`src/rtl/digital_tube_decoder.sv`:
```
// Receive-side monitor for a 4-digit multiplexed 7-segment scan bus: decodes digits back to BCD,
// checks scan order and commits whole frames. Define DT_DEC_BLANK_EN to accept 0000000 as blank.
module digital_tube_decoder #(
  parameter int unsigned STABLE_CYC  = 1,
  parameter int unsigned TIMEOUT_CYC = 1023
) (
  input  logic       clk,
  input  logic       rstn,
  input  logic       en,
  input  logic [3:0] csn_in,
  input  logic [6:0] seg_in,
  output logic [3:0] single_digit,
  output logic [3:0] ten_digit,
  output logic [3:0] hundred_digit,
  output logic [3:0] kilo_digit,
  output logic       frame_valid,
  output logic       frame_err,
  output logic       seq_err,
  output logic       timeout
);

  localparam int unsigned SW = (STABLE_CYC < 2) ? 1 : $clog2(STABLE_CYC + 1);
  localparam int unsigned TW = $clog2(TIMEOUT_CYC + 1);
  localparam logic [SW-1:0] StableMax = SW'(STABLE_CYC);
  localparam logic [TW-1:0] TmoMax    = TW'(TIMEOUT_CYC);

  typedef enum logic [1:0] {StIdle, StGotU, StGotT, StGotH} state_e;

  // Returns {err, value}.
  function automatic logic [4:0] decode_seg(input logic [6:0] seg);
    case (seg)
      7'b1111110: decode_seg = 5'h00;
      7'b0110000: decode_seg = 5'h01;
      7'b1101101: decode_seg = 5'h02;
      7'b1111001: decode_seg = 5'h03;
      7'b0110011: decode_seg = 5'h04;
      7'b1011011: decode_seg = 5'h05;
      7'b1011111: decode_seg = 5'h06;
      7'b1110000: decode_seg = 5'h07;
      7'b1111111: decode_seg = 5'h08;
      7'b1111011: decode_seg = 5'h09;
`ifdef DT_DEC_BLANK_EN
      7'b0000000: decode_seg = 5'h0A;
`endif
      default:    decode_seg = 5'h1F;
    endcase
  endfunction

  state_e      state_q, state_d;
  logic [10:0] prev_q, prev_d;
  logic [SW-1:0] stab_q, stab_d;
  logic          captured_q, captured_d;
  logic [TW-1:0] tmo_q, tmo_d;
  logic [3:0]  stage_u_q, stage_u_d, stage_t_q, stage_t_d, stage_h_q, stage_h_d;
  logic        err_u_q, err_u_d, err_t_q, err_t_d, err_h_q, err_h_d;
  logic [15:0] digits_q, digits_d;
  logic        frame_valid_q, frame_valid_d, frame_err_q, frame_err_d;
  logic        seq_err_q, seq_err_d, timeout_q, timeout_d;

  logic [10:0]   sample;
  logic [4:0]    dec;
  logic          legal, illegal, capture;
  logic [TW-1:0] tmo_inc;

  always_comb begin
    state_d       = state_q;
    prev_d        = prev_q;
    stab_d        = stab_q;
    captured_d    = captured_q;
    tmo_d         = tmo_q;
    stage_u_d     = stage_u_q;
    stage_t_d     = stage_t_q;
    stage_h_d     = stage_h_q;
    err_u_d       = err_u_q;
    err_t_d       = err_t_q;
    err_h_d       = err_h_q;
    digits_d      = digits_q;
    frame_err_d   = frame_err_q;
    frame_valid_d = 1'b0;
    seq_err_d     = 1'b0;
    timeout_d     = 1'b0;
    sample        = {csn_in, seg_in};
    dec           = decode_seg(seg_in);
    legal         = (csn_in == 4'b0111) || (csn_in == 4'b1011) ||
                    (csn_in == 4'b1101) || (csn_in == 4'b1110);
    illegal       = !legal && (csn_in != 4'b1111);
    capture       = 1'b0;
    tmo_inc       = tmo_q + 1'b1;

    if (en) begin
      prev_d = sample;
      if (csn_in != prev_q[10:7]) captured_d = 1'b0;
      if (illegal) begin
        // Illegal select wins over any timeout on the same sample.
        seq_err_d = 1'b1;
        state_d   = StIdle;
        stab_d    = '0;
        tmo_d     = '0;
      end else begin
        if (sample == prev_q) begin
          stab_d = (stab_q == StableMax) ? stab_q : stab_q + 1'b1;
        end else begin
          stab_d = SW'(1);
        end
        capture = legal && (stab_d == StableMax) && !captured_d;
        if (capture) begin
          captured_d = 1'b1;
          tmo_d      = '0;
          case (csn_in)
            4'b0111: begin
              stage_u_d = dec[3:0];
              err_u_d   = dec[4];
              state_d   = StGotU;
            end
            4'b1011: begin
              if (state_q == StGotU) begin
                stage_t_d = dec[3:0];
                err_t_d   = dec[4];
                state_d   = StGotT;
              end else begin
                seq_err_d = 1'b1;
                state_d   = StIdle;
              end
            end
            4'b1101: begin
              if (state_q == StGotT) begin
                stage_h_d = dec[3:0];
                err_h_d   = dec[4];
                state_d   = StGotH;
              end else begin
                seq_err_d = 1'b1;
                state_d   = StIdle;
              end
            end
            default: begin
              if (state_q == StGotH) begin
                digits_d      = {dec[3:0], stage_h_q, stage_t_q, stage_u_q};
                frame_err_d   = err_u_q | err_t_q | err_h_q | dec[4];
                frame_valid_d = 1'b1;
              end else begin
                seq_err_d = 1'b1;
              end
              state_d = StIdle;
            end
          endcase
        end else if (state_q != StIdle) begin
          if (tmo_inc == TmoMax) begin
            timeout_d = 1'b1;
            state_d   = StIdle;
            tmo_d     = '0;
          end else begin
            tmo_d = tmo_inc;
          end
        end else begin
          tmo_d = '0;
        end
      end
    end
  end

  always_ff @(posedge clk or negedge rstn) begin
    if (!rstn) begin
      state_q       <= StIdle;
      prev_q        <= 11'h7FF;
      stab_q        <= '0;
      captured_q    <= 1'b0;
      tmo_q         <= '0;
      stage_u_q     <= '0;
      stage_t_q     <= '0;
      stage_h_q     <= '0;
      err_u_q       <= 1'b0;
      err_t_q       <= 1'b0;
      err_h_q       <= 1'b0;
      digits_q      <= '0;
      frame_valid_q <= 1'b0;
      frame_err_q   <= 1'b0;
      seq_err_q     <= 1'b0;
      timeout_q     <= 1'b0;
    end else begin
      state_q       <= state_d;
      prev_q        <= prev_d;
      stab_q        <= stab_d;
      captured_q    <= captured_d;
      tmo_q         <= tmo_d;
      stage_u_q     <= stage_u_d;
      stage_t_q     <= stage_t_d;
      stage_h_q     <= stage_h_d;
      err_u_q       <= err_u_d;
      err_t_q       <= err_t_d;
      err_h_q       <= err_h_d;
      digits_q      <= digits_d;
      frame_valid_q <= frame_valid_d;
      frame_err_q   <= frame_err_d;
      seq_err_q     <= seq_err_d;
      timeout_q     <= timeout_d;
    end
  end

  assign {kilo_digit, hundred_digit, ten_digit, single_digit} = digits_q;
  assign frame_valid = frame_valid_q;
  assign frame_err   = frame_err_q;
  assign seq_err     = seq_err_q;
  assign timeout     = timeout_q;

endmodule
```
`config.mk`:
```
export PLATFORM = sky130hd
export DESIGN_NAME = digital_tube_decoder
export DESIGN_NICKNAME = d
export VERILOG_FILES = /design/src/rtl/digital_tube_decoder.sv
export SDC_FILE = /design/constraint.sdc
export NUM_CORES = 1
export LEC_CHECK = 0
export ABC_AREA = 0
export BUFFER_PORTS_ARGS = -buffer_cell sky130_fd_sc_hd__buf_2
export CELL_PAD_IN_SITES_DETAIL_PLACEMENT = 1
export CELL_PAD_IN_SITES_GLOBAL_PLACEMENT = 2
export CORE_MARGIN = 5
export CORE_UTILIZATION = 34
export CTS_CLUSTER_SIZE = 12
export DETAILED_ROUTE_END_ITERATION = 10
export GPL_ROUTABILITY_DRIVEN = 0
export GPL_TIMING_DRIVEN = 0
export PLACE_DENSITY_LB_ADDON = 0.1
export RECOVER_POWER = 100
export SYNTH_ARGS = -nofsm -noshare
export SYNTH_HDL_FRONTEND = slang
export SYNTH_SLANG_ARGS = --single-unit
```
`constraint.sdc`:
```
create_clock -name clk -period 2.4 [get_ports clk]
set_input_delay 0.24 -clock clk [delete_from_list [all_inputs] [get_ports clk]]
set_output_delay 0.24 -clock clk [all_outputs]
set_load 0.05 [all_outputs]
```
Word level (Yosys, flattened, before mapping)
Cells that the tools add are included.
{"block": "totals", "regBits": 60, "input_bits": 14, "output_inout_bits": 20, "word_cells": 99}
{"block": "op_classes", "add_sub_neg": 2, "n_eq_ne": 21, "mux": 38, "bitwise": 5, "n_reduce_logical": 17}
{"cell": "$eq 7x7->1 const B", "count": 8}
{"cell": "$pmux 5 s10", "count": 1}
{"cell": "$mux 10", "count": 4}
{"cell": "$mux 1", "count": 25}
{"cell": "$reduce_and 5->1", "count": 3}
{"cell": "$eq 7x6->1 const B", "count": 2}
{"cell": "$eq 4x4->1 const B", "count": 3}
{"cell": "$mux 2", "count": 6}
{"cell": "$eq 11x11->1", "count": 1}
{"cell": "$add 10x1->10 const B", "count": 1}
{"cell": "$eq 10x10->1 const B", "count": 1}
{"cell": "$pmux 2 s3", "count": 1}
{"cell": "$reduce_bool 3->1", "count": 2}
{"cell": "$eq 2x2->1 const B", "count": 2}
{"cell": "$eq 4x3->1 const B", "count": 1}
{"cell": "$ne 4x4->1", "count": 1}
{"cell": "$ne 4x4->1 const B", "count": 1}
{"cell": "$reduce_and 4->1", "count": 1}
{"cell": "$logic_and 1x1->1", "count": 3}
{"cell": "$logic_or 1x1->1", "count": 3}
{"cell": "$or 1x1->1", "count": 3}
{"cell": "$pmux 1 s3", "count": 1}
{"cell": "$reduce_and 3->1", "count": 1}
{"cell": "$reduce_or 3->1", "count": 1}
{"cell": "5 further kinds", "count": 7}

Depth between registers and ports, before layout
Gate-level depths: netlist of run 1.
{"block": "depth", "depth_word": 13, "depth_mapped": 9, "mapped_depth_nobuf": 7}

Least setup slack after synthesis of run 1
OpenSTA, ideal clock, no wires.
{"block": "synth_timing", "path_type": "flip-flop to flip-flop", "start": "register tmo_q[1]", "end": "register state_q[0]", "setup_ps": 125, "arrival_time_ps": 2072, "required_time_ps": 2275, "slack_ps": 203, "path_stages_with_launch": 8, "path_buffers": 0, "synth_period_minus_slack_ps": 2197, "cell_sequence": "dfrtp_1 > ha_1 > nand3_1 > or3_1 > a2111oi_4 > nand2b_2 > o21ba_1 > mux2_4"}
{"block": "synth_between", "elab_chain_len": 4}
{"element": "from (decl)", "line": "53", "source": "logic [TW-1:0] tmo_q, tmo_d;"}
{"element": "from (signal assigned)", "line": "184", "source": "tmo_q <= tmo_d;"}
{"element": "$add 10x1->10", "line": "88", "source": "tmo_inc = tmo_q + 1'b1;"}
{"element": "$eq 10x10->1", "line": "147", "source": "if (tmo_inc == TmoMax) begin"}
{"element": "$reduce_bool 3->1 (no source line)"}
{"element": "$reduce_and 3->1 (no source line)"}
{"element": "to (signal assigned)", "line": "163", "source": "state_q <= StIdle;"}
{"element": "to (signal assigned)", "line": "180", "source": "state_q <= state_d;"}
{"element": "to (decl)", "line": "49", "source": "state_e state_q, state_d;"}
No other way between the ends.
A chain may end at the register's enable or synchronous reset.

Final worst setup path of run 1
Ends and elaborated chain as after synthesis.

==> metrics.txt, run 1 <==
# TYPE chip_impl_metric gauge
chip_impl_metric{name="regToRegSetupSlack",unit="ps"} 100
chip_impl_metric{name="layout_net_count",unit=""} 295
chip_impl_metric{name="netlist_instances",unit=""} 235
chip_impl_metric{name="timing.clock.skew",unit="ps"} 8.32
chip_impl_metric{name="clk_pin_slew",unit="ps"} 110
chip_impl_metric{name="clock_tree.htree_level_count",unit=""} 2
chip_impl_metric{name="yosys.area.top_type_share",unit="%"} 45.7
chip_impl_metric{name="finish.utilization",unit="%"} 39.9
chip_impl_metric{name="placement.setup.worst_slack",unit="ps"} -175
chip_impl_metric{name="postSynthAreaPerCell",unit="sq um"} 11.2
chip_impl_metric{name="grt_first_pass_wirelength",unit="microns"} 10200
chip_impl_metric{name="timing.final.setup_violations",unit=""} 0
chip_impl_metric{name="areaGrowthSynthToFinish",unit="%"} 16.1
chip_impl_metric{name="synth-seq-cells",unit=""} 52
chip_impl_metric{name="relSlewSlack",unit="%"} 11.8
chip_impl_metric{name="placeableCoreArea",unit="sq um"} 7650
chip_impl_metric{name="syn_nets",unit=""} 251
chip_impl_metric{name="initial_core_util",unit="%"} 34.4
chip_impl_info{name="yosysTopAreaCell",value="dfrtp_1"} 1
chip_impl_metric{name="die_height",unit="microns"} 97.9
chip_impl_metric{name="finalWirelength",unit="microns"} 5890
chip_impl_metric{name="synth-edff-count",unit=""} 0
chip_impl_metric{name="routedWlPerCell",unit="microns"} 15.4
chip_impl_metric{name="power.share.combinational",unit="%"} 10.1
chip_impl_metric{name="finalWorstSetupSlack",unit="ps"} 102
chip_impl_metric{name="max-clock-path-buffers",unit=""} 2
chip_impl_metric{name="grt_util_all_layers",unit="%"} 13.0
chip_impl_info{name="synthFlopType",value="dfrtp_1"} 1
chip_impl_metric{name="finalSetupTns",unit="ps"} 0
chip_impl_metric{name="critPathRequiredTime",unit="ps"} 2600
chip_impl_metric{name="worst_path_arrival",unit="ps"} 2500
chip_impl_metric{name="overflow",unit=""} 0
chip_impl_metric{name="final_layout_size_suffix_gt1_share",unit="%"} 28.9
chip_impl_metric{name="ys_seq_area_share",unit="%"} 49.7
chip_impl_metric{name="netSwitchingPower",unit="mW"} 0.443
chip_impl_info{name="synthMostInstantiatedCell",value="dfrtp_1"} 1
chip_impl_metric{name="cts.sinks",unit=""} 52
chip_impl_metric{name="finalMaxSlewViolations",unit=""} 0
chip_impl_metric{name="detailedRoute.firstPassIterationCount",unit=""} 4
chip_impl_metric{name="drc_errors",unit=""} 0
chip_impl_metric{name="core.rowCount",unit=""} 32
chip_impl_metric{name="antenna_cells_inserted",unit=""} 0
chip_impl_info{name="yosys-top-cells-count",value="48 x dfrtp_1, 35 x mux2_2, 14 x nand2_1"} 1
chip_impl_metric{name="io_buffer_count",unit=""} 32
chip_impl_metric{name="chipWidth",unit="microns"} 97.9
chip_impl_metric{name="ys_async_sr_fraction",unit="%"} 100
chip_impl_metric{name="number_of_global_route_vias_before_repair",unit=""} 2055
chip_impl_info{name="post_synth_main_area_contributors",value="dfrtp_1 46%, mux2_2 15%, dfstp_2 4.0%, nand2_1 2.0%, xor2_1 2.0%"} 1
chip_impl_info{name="worst_min_path_class",value="in2async"} 1
chip_impl_metric{name="worstPathMaxFanout",unit=""} 4
chip_impl_info{name="clock_tree.root_cell",value="clkbuf_8"} 1
chip_impl_metric{name="maxClockFrequency",unit="GHz"} 0.435
chip_impl_metric{name="ioPinCount",unit=""} 34
chip_impl_metric{name="synth_cell_types",unit=""} 43
chip_impl_metric{name="number_of_hold_violations_in_the_final_report",unit=""} 0
chip_impl_metric{name="finalPower",unit="mW"} 1.64
chip_impl_metric{name="post_detail_place_hpwl",unit="microns"} 4290
chip_impl_metric{name="antenna_found_initial",unit=""} 0
chip_impl_info{name="worstSetupEndpointType",value="flop"} 1
chip_impl_metric{name="die_area",unit="sq um"} 9590
chip_impl_info{name="outcome",value="completed"} 1
chip_impl_info{name="setup.worst_path.start_class",value="flop"} 1
chip_impl_metric{name="fin_hold_ws",unit="ps"} 211
chip_impl_metric{name="num_vias",unit=""} 1918
chip_impl_info{name="clock_tree_from_tritoncts",value="done"} 1
chip_impl_metric{name="power.share.clock",unit="%"} 32.9
chip_impl_info{name="rsz0062_at_grt",value="yes"} 1
chip_impl_metric{name="post_drt_via_cell_ratio",unit=""} 5.02
chip_impl_metric{name="final_period_minus_worst_setup_slack",unit="ps"} 2300
chip_impl_metric{name="antenna_violating_nets_post_route",unit=""} 0
chip_impl_metric{name="detail_route.iter0.violations",unit=""} 22
chip_impl_metric{name="netSwitchingFraction",unit="%"} 27.1
chip_impl_metric{name="power.density_cell_area",unit="nW/um^2"} 537
chip_impl_metric{name="mappedNetlistArea",unit="sq um"} 2630
chip_impl_metric{name="tightestPinTransition",unit="ps"} 1320
chip_impl_metric{name="clk_latency",unit="ps"} 310
chip_impl_metric{name="cap_viol_max_count",unit=""} 0
chip_impl_metric{name="numCtsBuffers",unit=""} 5
chip_impl_info{name="setup.worst_path.class",value="reg2reg"} 1
chip_impl_metric{name="p_leak",unit="nW"} 1.30
chip_impl_metric{name="power_report.internal_total",unit="mW"} 1.20
chip_impl_metric{name="share_of_the_cycle_needed_by_the_critical_path_after_routing",unit="%"} 95.7
chip_impl_metric{name="pwr-share-seq",unit="%"} 57.0
chip_impl_metric{name="vdd.ir_drop.worst",unit="mV"} 0.255
chip_impl_metric{name="largest_net_degree_at_the_start_of_global_routing",unit=""} 53
chip_impl_metric{name="total_of_warnings_raised_by_yosys",unit=""} 0
cell type report:
class	count	area [sq um]
timing repair buffer	37	168
sequential	52	1310
clock inverter	3	27.5
inverter	11	41.3
fill	882	4590
multi-input combinational	162	1260
buffer	10	48.8
tap	102	128
clock buffer	5	68.8
worst max-delay path, stage by stage (launching register included):
cell       delay (ps)
dfrtp_1           440
ha_4              150
nand3_1            90
or3_4             400
a2111oi_4         470
nand2b_2          120
o21ba_1           220
mux2_4            300
metrics by stage:
stage,std cells,area [sq um]
floorplan,235,2630
finish,382,3050
CTS,377,3020
global placement,369,2920
detailed placement,369,2920
global route,382,3050
final timing paths:
kind                       cells after the start                        to             startpoint
max in group asynchronous                      1      tmo_q[0]$_DFFE_PN0P_                   rstn
min in group clk                               3    prev_q[10]$_DFFE_PN1P_              csn_in[3]
hold reg to reg                                2     frame_err$_DFFE_PN0P_  frame_err$_DFFE_PN0P_
hold / removal                                 1  digits_q[10]$_DFFE_PN0P_                   rstn
setup / recovery                               7    state_q[0]$_DFFE_PN0P_   tmo_q[1]$_DFFE_PN0P_
setup reg to reg                               7    state_q[0]$_DFFE_PN0P_   tmo_q[1]$_DFFE_PN0P_
cell families (layout without fill, tap and decap cells):
logic type,after synthesis,in the layout,synth area share [%]
AO/OA/AOI/OAI,43,43,11.7
XOR/XNOR,11,11,3.66
adder cells (fa/ha/maj),2,2,0.952
buffers and inverters,21,66,3.33
flip-flops,52,52,49.7
multiplexers,37,37,16.1
AND/OR/NAND/NOR,69,69,14.6
cells in the final DEF, fill, tap and decap left out, types with 2 or more instances in the layout:
master	n
a21oi_1	9
a31oi_1	6
and2_1	3
and3_1	4
buf_2	14
buf_4	4
clkbuf_1	25
clkbuf_2	3
clkbuf_8	5
dfrtp_1	47
dfstp_2	4
inv_1	11
mux2_2	35
mux2_4	2
nand2_1	14
nand2b_1	7
nand3_1	6
nand4_1	4
nand4b_1	2
nor2_1	11
nor3_1	5
nor4_1	4
o211ai_1	3
o21ai_0	10
o22ai_1	4
o32ai_1	2
xnor2_1	5
xor2_1	6
power groups by stage:
stage	combinational [mW]	clock [mW]	sequential, mW
5_1_grt	0.189	0.619	0.939
3_3_place_gp	0.167	0	0.950
6_report	0.166	0.539	0.934
3_5_place_dp	0.169	0	0.951
4_1_cts	0.170	0.567	0.934
2_1_floorplan	0.102	0	0.951
metal layers:
| metal | track usage [%] | share of wire, % | vias up |
|---|---|---|---|
| met5 | 0 | 0 | - |
| met4 | 3.19 | 0.58 | 0 |
| met3 | 2.64 | 2.9 | 4 |
| met2 | 21.0 | 47 | 20 |
| met1 | 17.8 | 49 | 964 |
| li1 | - | - | 930 |
flip-flops by register name, indices dropped and copies added (netlist names):
| name | count |
|---|---|
| state_q | 2 |
| stage_t_q | 4 |
| tmo_q | 10 |
| err_u_q | 1 |
| stage_u_q | 4 |
| prev_q | 4 |
| frame_err | 1 |
| captured_q | 1 |
| err_t_q | 1 |
| seq_err | 1 |
| err_h_q | 1 |
| digits_q | 16 |
| frame_valid | 1 |
| stage_h_q | 4 |
| timeout | 1 |
repair_timing:
item / in CTS / in global routing
endpoints found under the setup margin: 2 / 20
hold buffers: 0 / 0
gates cloned: 0 / 0
pin swaps: 1 / 5
setup buffers: 0 / 5
resized for setup: 1 / 5
Power figures use the tool's default switching activity.
==> inputs of run 2 (changes only) <==
--- a/config.mk
+++ b/config.mk
@@ -17,6 +17,7 @@
 export GPL_TIMING_DRIVEN = 0
 export PLACE_DENSITY_LB_ADDON = 0.1
 export RECOVER_POWER = 100
+export SETUP_SLACK_MARGIN = 0.15
 export SYNTH_ARGS = -nofsm -noshare
 export SYNTH_HDL_FRONTEND = slang
 export SYNTH_SLANG_ARGS = --single-unit
==> run 2 against run 1 <==
Against the previous run: global-route usage barely moved; first-iteration DRC count fell by 18%; sequential share of layout area fell by 0.61 points; via count rose by 0.94%; largest power group unchanged; critical path depth did not move; non-clock buffer count rose by 4; clock power barely moved.
==> metrics.txt, run 2 (synthesis results as in run 1) <==
# TYPE chip_impl_metric gauge
chip_impl_info{name="worstSetupEndpointType",value="flop"} 1
chip_impl_metric{name="finalPower",unit="mW"} 1.65
chip_impl_metric{name="number_of_hold_violations_in_the_final_report",unit=""} 0
chip_impl_metric{name="cts.sinks",unit=""} 52
chip_impl_metric{name="vdd.ir_drop.worst",unit="mV"} 0.256
chip_impl_metric{name="layout_net_count",unit=""} 299
chip_impl_metric{name="cap_viol_max_count",unit=""} 0
chip_impl_metric{name="drc_errors",unit=""} 0
chip_impl_metric{name="relSlewSlack",unit="%"} 11.6
chip_impl_metric{name="number_of_global_route_vias_before_repair",unit=""} 2085
chip_impl_metric{name="grt_util_all_layers",unit="%"} 13.0
chip_impl_metric{name="p_leak",unit="nW"} 1.32
chip_impl_metric{name="core.rowCount",unit=""} 32
chip_impl_info{name="setup.worst_path.class",value="reg2reg"} 1
chip_impl_info{name="max_flop_register",value="digits_q"} 1
chip_impl_metric{name="finish.utilization",unit="%"} 40.5
chip_impl_metric{name="post_detail_place_hpwl",unit="microns"} 4290
chip_impl_metric{name="initial_core_util",unit="%"} 34.4
chip_impl_metric{name="power.density_cell_area",unit="nW/um^2"} 533
chip_impl_metric{name="critPathRequiredTime",unit="ps"} 2610
chip_impl_metric{name="maxClockFrequency",unit="GHz"} 0.442
chip_impl_metric{name="placeableCoreArea",unit="sq um"} 7650
chip_impl_metric{name="overflow",unit=""} 0
chip_impl_metric{name="numCtsBuffers",unit=""} 5
chip_impl_metric{name="worst_path_arrival",unit="ps"} 2470
chip_impl_metric{name="tightestPinTransition",unit="ps"} 1330
chip_impl_metric{name="grt_first_pass_wirelength",unit="microns"} 10200
chip_impl_info{name="final_cell_mix",value="47 x dfrtp_1, 35 x mux2_2, 26 x clkbuf_1, 14 x buf_2, 14 x nand2_1"} 1
chip_impl_info{name="setup.worst_path.start_class",value="flop"} 1
chip_impl_info{name="rsz0062_at_grt",value="yes"} 1
chip_impl_info{name="biggestRegsByFlops",value="digits_q (16), tmo_q (10)"} 1
chip_impl_metric{name="final_layout_size_suffix_gt1_share",unit="%"} 29.6
chip_impl_metric{name="max-clock-path-buffers",unit=""} 2
chip_impl_metric{name="clock_tree.htree_level_count",unit=""} 2
chip_impl_metric{name="timing.clock.skew",unit="ps"} 9.95
chip_impl_metric{name="finalWirelength",unit="microns"} 5960
chip_impl_metric{name="fin_hold_ws",unit="ps"} 212
chip_impl_metric{name="ioPinCount",unit=""} 34
chip_impl_metric{name="finalMaxSlewViolations",unit=""} 0
chip_impl_metric{name="io_buffer_count",unit=""} 32
chip_impl_metric{name="detail_route.iter0.violations",unit=""} 18
chip_impl_metric{name="largest_register_ff_count",unit=""} 16
chip_impl_info{name="outcome",value="completed"} 1
chip_impl_metric{name="worstPathMaxFanout",unit=""} 6
chip_impl_metric{name="final_period_minus_worst_setup_slack",unit="ps"} 2260
chip_impl_metric{name="layout.filler_cells",unit=""} 881
chip_impl_metric{name="detailedRoute.firstPassIterationCount",unit=""} 2
chip_impl_metric{name="routedWlPerCell",unit="microns"} 15.4
chip_impl_metric{name="share_of_the_cycle_needed_by_the_critical_path_after_routing",unit="%"} 94.4
chip_impl_info{name="clock_tree.root_cell",value="clkbuf_8"} 1
chip_impl_metric{name="antenna_violating_nets_post_route",unit=""} 0
chip_impl_metric{name="die_height",unit="microns"} 97.9
chip_impl_info{name="worst_min_path_class",value="in2async"} 1
chip_impl_metric{name="antenna_found_initial",unit=""} 0
chip_impl_info{name="most_common_library_cell_in_the_layout_ignoring_fill_and_taps",value="dfrtp_1"} 1
chip_impl_info{name="clock_tree_from_tritoncts",value="done"} 1
chip_impl_metric{name="num_vias",unit=""} 1936
chip_impl_metric{name="chipWidth",unit="microns"} 97.9
chip_impl_metric{name="antenna_cells_inserted",unit=""} 0
chip_impl_metric{name="areaGrowthSynthToFinish",unit="%"} 17.8
chip_impl_metric{name="clk_pin_slew",unit="ps"} 110
chip_impl_metric{name="finalWorstSetupSlack",unit="ps"} 135
chip_impl_metric{name="placement.setup.worst_slack",unit="ps"} -175
chip_impl_metric{name="die_area",unit="sq um"} 9590
chip_impl_metric{name="largest_net_degree_at_the_start_of_global_routing",unit=""} 53
chip_impl_metric{name="timing.final.setup_violations",unit=""} 0
chip_impl_metric{name="clk_latency",unit="ps"} 310
chip_impl_metric{name="post_drt_via_cell_ratio",unit=""} 5.02
-- run 2: metal layers --
metal / wire length [microns] / track usage, % / up-vias
met5: 0 / 0 / -
met4: 45 / 3.19 / 0
met3: 168 / 2.64 / 5
met2: 2870 / 21.4 / 21
met1: 2880 / 17.6 / 970
li1: - / - / 940
-- run 2: layout make-up --
class	count	area, sq um	share of cell area (%)
well taps	102	128	4.12
clock inverters	3	27.5	0.889
plain buffers	10	51.3	1.66
clock buffers	5	68.8	2.22
repair buffers	41	194	6.26
flip-flops and latches	52	1310	42.2
inverters	11	41.3	1.33
multi-input cells	162	1280	41.3
-- run 2: repair_timing --
| item | 4_1_cts | 5_1_grt |
|---|---|---|
| buffers inserted | 5 | 4 |
| hold buffers | 0 | 0 |
| endpoints found under the setup margin | 24 | 27 |
| gates resized for setup | 6 | 10 |
| pin swaps | 3 | 5 |
-- run 2: critical path, cell delays in order, from the launching register on --
cell	delay, ps
dfstp_2	550
xor2_1	60
nor3_1	450
a21boi_4	160
buf_4	170
o21a_1	180
o21ba_1	280
mux2_4	310
-- run 2: report_power, final --
| part | switching (mW) | leakage (nW) | internal [mW] | total [mW] |
|---|---|---|---|---|
| sequential | 0.0184 | 0.701 | 0.915 | 0.934 |
| clock | 0.327 | 0.0463 | 0.215 | 0.542 |
| combinational | 0.105 | 0.578 | 0.0708 | 0.175 |
| total | 0.450 | 1.32 | 1.20 | 1.65 |
-- run 2: final timing paths --
path                            slack [ps]  cells after the start             startpoint                       end
worst max-delay path                   140                      7  prev_q[7]$_DFFE_PN1P_    state_q[1]$_DFFE_PN0P_
worst min-delay path                   210                      1                   rstn  digits_q[10]$_DFFE_PN0P_
worst max register to register         140                      7  prev_q[7]$_DFFE_PN1P_    state_q[1]$_DFFE_PN0P_
worst min register to register         510                      2  frame_err$_DFFE_PN0P_     frame_err$_DFFE_PN0P_
max in group asynchronous             1310                      1                   rstn      tmo_q[4]$_DFFE_PN0P_
min in group clk                       410                      3              csn_in[3]    prev_q[10]$_DFFE_PN1P_
-- run 2: through the flow --
stage | cell area [sq um] | TNS (ps) | std cells
after floorplan | 2630 | 0 | 235
after global placement | 2920 | -3560 | 369
after detailed placement | 2920 | -3090 | 369
after CTS | 3080 | 0 | 382
after global routing | 3100 | 0 | 386
final | 3100 | 0 | 386
==> inputs of run 3 (changes only) <==
--- a/config.mk
+++ b/config.mk
@@ -5,12 +5,12 @@
 export SDC_FILE = /design/constraint.sdc
 export NUM_CORES = 1
 export LEC_CHECK = 0
-export ABC_AREA = 0
+export ABC_AREA = 1
 export BUFFER_PORTS_ARGS = -buffer_cell sky130_fd_sc_hd__buf_2
 export CELL_PAD_IN_SITES_DETAIL_PLACEMENT = 1
 export CELL_PAD_IN_SITES_GLOBAL_PLACEMENT = 2
 export CORE_MARGIN = 5
-export CORE_UTILIZATION = 34
+export CORE_UTILIZATION = 30
 export CTS_CLUSTER_SIZE = 12
 export DETAILED_ROUTE_END_ITERATION = 10
 export GPL_ROUTABILITY_DRIVEN = 0
==> run 3 against run 2 <==
Against the previous run: via count is 19% higher; clock skew is 3.9 ps lower; sequential share of layout area is 0.29 points higher; clock power hardly changed; maximum frequency is 8.6% higher; critical path depth is 1 higher; cell area is 0.77% lower; combinational power is 2% lower.
==> metrics.txt, run 3 <==
# TYPE chip_impl_metric gauge
chip_impl_metric{name="largest_register_ff_count",unit=""} 16
chip_impl_metric{name="worst_path_arrival",unit="ps"} 2340
chip_impl_info{name="critPathMostFrequentCell",value="nand2_1"} 1
chip_impl_metric{name="placed_area",unit="sq um"} 3050
chip_impl_info{name="setup.worst_path.start_class",value="flop"} 1
chip_impl_metric{name="regToRegSetupSlack",unit="ps"} 320
chip_impl_info{name="most_common_library_cell_in_the_layout_ignoring_fill_and_taps",value="nand2_1"} 1
chip_impl_metric{name="mappedNetlistArea",unit="sq um"} 2750
chip_impl_metric{name="detail_route.iter0.violations",unit=""} 43
chip_impl_metric{name="finalWirelength",unit="microns"} 6690
chip_impl_metric{name="timing.clock.skew",unit="ps"} 6.02
chip_impl_info{name="worst_min_path_class",value="in2reg"} 1
chip_impl_metric{name="largest_net_degree_at_the_start_of_global_routing",unit=""} 53
chip_impl_metric{name="clk_pin_slew",unit="ps"} 100
chip_impl_info{name="biggestRegsByFlops",value="digits_q (16), tmo_q (10)"} 1
chip_impl_metric{name="critPathRequiredTime",unit="ps"} 2650
chip_impl_metric{name="grt_first_pass_wirelength",unit="microns"} 11600
chip_impl_metric{name="cts_resized",unit=""} 0
chip_impl_metric{name="postCtsSetupBuffers",unit=""} 0
chip_impl_metric{name="cap_viol_max_count",unit=""} 0
chip_impl_metric{name="numCtsBuffers",unit=""} 5
chip_impl_metric{name="layout.filler_cells",unit=""} 1150
chip_impl_metric{name="num_vias",unit=""} 2300
chip_impl_metric{name="finalWorstSetupSlack",unit="ps"} 315
chip_impl_metric{name="routedWlPerCell",unit="microns"} 13.3
chip_impl_metric{name="synth-edff-count",unit=""} 0
chip_impl_metric{name="clk_latency",unit="ps"} 310
chip_impl_metric{name="yosys.area.top_type_share",unit="%"} 43.7
chip_impl_metric{name="drc_errors",unit=""} 0
chip_impl_metric{name="number_of_hold_violations_in_the_final_report",unit=""} 0
chip_impl_metric{name="placement.setup.worst_slack",unit="ps"} 385
chip_impl_metric{name="chipWidth",unit="microns"} 106
chip_impl_metric{name="ys_seq_area_share",unit="%"} 47.5
chip_impl_info{name="synthMostInstantiatedCell",value="nand2_1"} 1
chip_impl_metric{name="number_of_cell_instances_on_the_worst_register_to_register_path",unit=""} 8
chip_impl_info{name="worstSetupEndpointType",value="flop"} 1
chip_impl_metric{name="postSynthAreaPerCell",unit="sq um"} 7.82
chip_impl_metric{name="crit_buf_inv",unit=""} 1
chip_impl_metric{name="power.density_cell_area",unit="nW/um^2"} 538
chip_impl_info{name="hold_path_end",value="prev_q[7]$_DFFE_PN1P_"} 1
chip_impl_metric{name="tightestPinTransition",unit="ps"} 1320
chip_impl_info{name="r2r_start",value="prev_q[7]$_DFFE_PN1P_"} 1
chip_impl_info{name="critical_path.cell_chain",value="inv_1, o21ai_0, nor2_1, nand3_1, nand2_1, nor3_2, nand2_1, nand2_1"} 1
chip_impl_metric{name="timing.final.setup_violations",unit=""} 0
chip_impl_metric{name="worstPathMaxFanout",unit=""} 10
chip_impl_metric{name="antenna_cells_inserted",unit=""} 0
chip_impl_metric{name="total_of_warnings_raised_by_yosys",unit=""} 0
chip_impl_metric{name="relSlewSlack",unit="%"} 11.7
chip_impl_metric{name="antenna_found_initial",unit=""} 0
chip_impl_metric{name="die_area",unit="sq um"} 11200
chip_impl_metric{name="netlist_instances",unit=""} 352
chip_impl_metric{name="number_of_global_route_vias_before_repair",unit=""} 2439
chip_impl_metric{name="finalSetupTns",unit="ps"} 0
chip_impl_info{name="outcome",value="completed"} 1
chip_impl_metric{name="post_detail_place_hpwl",unit="microns"} 5110
chip_impl_metric{name="final_area",unit="sq um"} 3070
chip_impl_metric{name="antenna_violating_nets_post_route",unit=""} 0
chip_impl_metric{name="share_of_the_cycle_needed_by_the_critical_path_after_routing",unit="%"} 86.9
chip_impl_metric{name="synth_cell_types",unit=""} 38
chip_impl_info{name="yosysTopAreaCell",value="dfrtp_1"} 1
chip_impl_metric{name="ioPinCount",unit=""} 34
chip_impl_metric{name="max-clock-path-buffers",unit=""} 2
chip_impl_metric{name="hold_path_depth",unit=""} 3
chip_impl_info{name="clock_tree.root_cell",value="clkbuf_8"} 1
chip_impl_metric{name="syn_nets",unit=""} 368
chip_impl_info{name="crit_slowest_cell",value="nor3_2"} 1
chip_impl_metric{name="ctsHoldBuffers",unit=""} 0
chip_impl_metric{name="core.rowCount",unit=""} 35
chip_impl_metric{name="clock_tree.htree_level_count",unit=""} 2
chip_impl_info{name="yosys-top-cells-count",value="118 x nand2_1, 48 x dfrtp_1, 38 x inv_1"} 1
chip_impl_metric{name="overflow",unit=""} 0
chip_impl_metric{name="vdd.ir_drop.worst",unit="mV"} 0.267
chip_impl_metric{name="layout_net_count",unit=""} 407
chip_impl_metric{name="grt_util_all_layers",unit="%"} 12.7
chip_impl_info{name="post_synth_main_area_contributors",value="dfrtp_1 44%, nand2_1 16%, inv_1 5.2%, nand3_1 4.5%, nor2_1 4.5%"} 1
chip_impl_metric{name="detailedRoute.firstPassIterationCount",unit=""} 4
chip_impl_info{name="critPathTopFamily",value="simple AND/OR/NAND/NOR gates"} 1
chip_impl_metric{name="initial_core_util",unit="%"} 30.2
chip_impl_metric{name="post_drt_via_cell_ratio",unit=""} 4.57
chip_impl_metric{name="synth-seq-cells",unit=""} 52
chip_impl_info{name="synthFlopType",value="dfrtp_1"} 1
chip_impl_metric{name="io_buffer_count",unit=""} 32
chip_impl_info{name="setup.worst_path.class",value="reg2reg"} 1
chip_impl_info{name="rsz0062_at_grt",value="no"} 1
chip_impl_info{name="worstReg2RegEnd",value="frame_err$_DFFE_PN0P_"} 1
chip_impl_metric{name="die_height",unit="microns"} 106
chip_impl_metric{name="p_leak",unit="nW"} 1.53
chip_impl_info{name="clock_tree_from_tritoncts",value="done"} 1
chip_impl_metric{name="cts.sinks",unit=""} 52
chip_impl_metric{name="cp_slowest_stage_delay",unit="ps"} 620
chip_impl_metric{name="ys_async_sr_fraction",unit="%"} 100
chip_impl_metric{name="maxClockFrequency",unit="GHz"} 0.480
chip_impl_info{name="max_flop_register",value="digits_q"} 1
chip_impl_info{name="final_cell_mix",value="123 x nand2_1, 48 x dfrtp_1, 38 x inv_1, 33 x nor2_1, 27 x o21ai_0"} 1
chip_impl_metric{name="areaGrowthSynthToFinish",unit="%"} 11.7
chip_impl_info{name="holdCritStartpoint",value="csn_in[0]"} 1
chip_impl_metric{name="placeableCoreArea",unit="sq um"} 9110
chip_impl_metric{name="final_period_minus_worst_setup_slack",unit="ps"} 2080
chip_impl_metric{name="final_layout_size_suffix_gt1_share",unit="%"} 11.5
chip_impl_metric{name="finalMaxSlewViolations",unit=""} 0
run 3: changes by cell type in the layout (fill, tap and decap cells not counted), moves of 6 or more:
cell,before,now
nor2_1,11,33
a21oi_1,9,1
nand2b_1,7,0
o21ai_2,0,6
o21ai_0,10,27
nand3_1,5,26
buf_4,7,1
mux2_2,35,0
inv_1,11,38
nand2_1,14,123
run 3: worst min-delay path, stage by stage:
cell     delay, ps
buf_2          130
nand2_1         60
o21ai_0         70
run 3: how the worst max path moves through the flow:
stage / startpoint / to / depth (start not counted)
global placement: tmo_q[0]$_DFFE_PN0P_ / tmo_q[0]$_DFFE_PN0P_ / 11
finish: prev_q[7]$_DFFE_PN1P_ / frame_err$_DFFE_PN0P_ / 8
CTS: tmo_q[0]$_DFFE_PN0P_ / tmo_q[0]$_DFFE_PN0P_ / 10
detailed placement: tmo_q[0]$_DFFE_PN0P_ / tmo_q[0]$_DFFE_PN0P_ / 10
global route: tmo_q[0]$_DFFE_PN0P_ / tmo_q[4]$_DFFE_PN0P_ / 10
floorplan: tmo_q[0]$_DFFE_PN0P_ / tmo_q[0]$_DFFE_PN0P_ / 11
run 3: per-stage QoR:
stage | instances | hold WS, ps | power, mW | utilization [%]
2_1_floorplan | 352 | -55.6 | 1.07 | -
3_3_place_gp | 495 | 460 | 1.14 | 33.5
3_5_place_dp | 495 | 464 | 1.14 | 33.5
4_1_cts | 503 | 179 | 1.70 | 34.5
5_1_grt | 503 | 207 | 1.74 | 33.7
6_report | 503 | 192 | 1.65 | 33.7
run 3: cell families (layout without fill, tap and decap cells):
kind of cell	count (synthesis)	in the layout	synth area share (%)
flops	52	52	47.5
xor+xnor	3	3	0.955
simple gates	207	207	33.9
fa+ha+maj	2	2	0.909
compound gates	41	41	8.96
buf+inv	47	87	7.82
run 3: routing by layer:
layer | up-vias | track usage, % | share of wire, % | wire length [microns]
met4 | 0 | 3.42 | 1.3 | 86
met5 | - | 0 | 0 | 0
met1 | 1073 | 17.5 | 51 | 3420
met3 | 6 | 2.14 | 2.5 | 166
li1 | 1195 | - | - | -
met2 | 26 | 20.6 | 45 | 3010
run 3: report_power, final:
part / leakage [nW] / total, mW / switching [mW] / internal (mW)
clock: 0.0463 / 0.540 / 0.325 / 0.215
sequential: 0.669 / 0.941 / 0.0227 / 0.919
combinational: 0.819 / 0.171 / 0.122 / 0.0497
run 3: final cells by class:
cell class | count | area [sq um] | area share, %
Multi-Input combinational cell | 253 | 1190 | 38.7
Inverter | 41 | 154 | 5.01
Timing Repair Buffer | 32 | 134 | 4.36
Buffer | 6 | 55.1 | 1.79
Clock inverter | 3 | 27.5 | 0.896
Sequential cell | 52 | 1310 | 42.5
Tap cell | 111 | 139 | 4.52
Clock buffer | 5 | 68.8 | 2.24
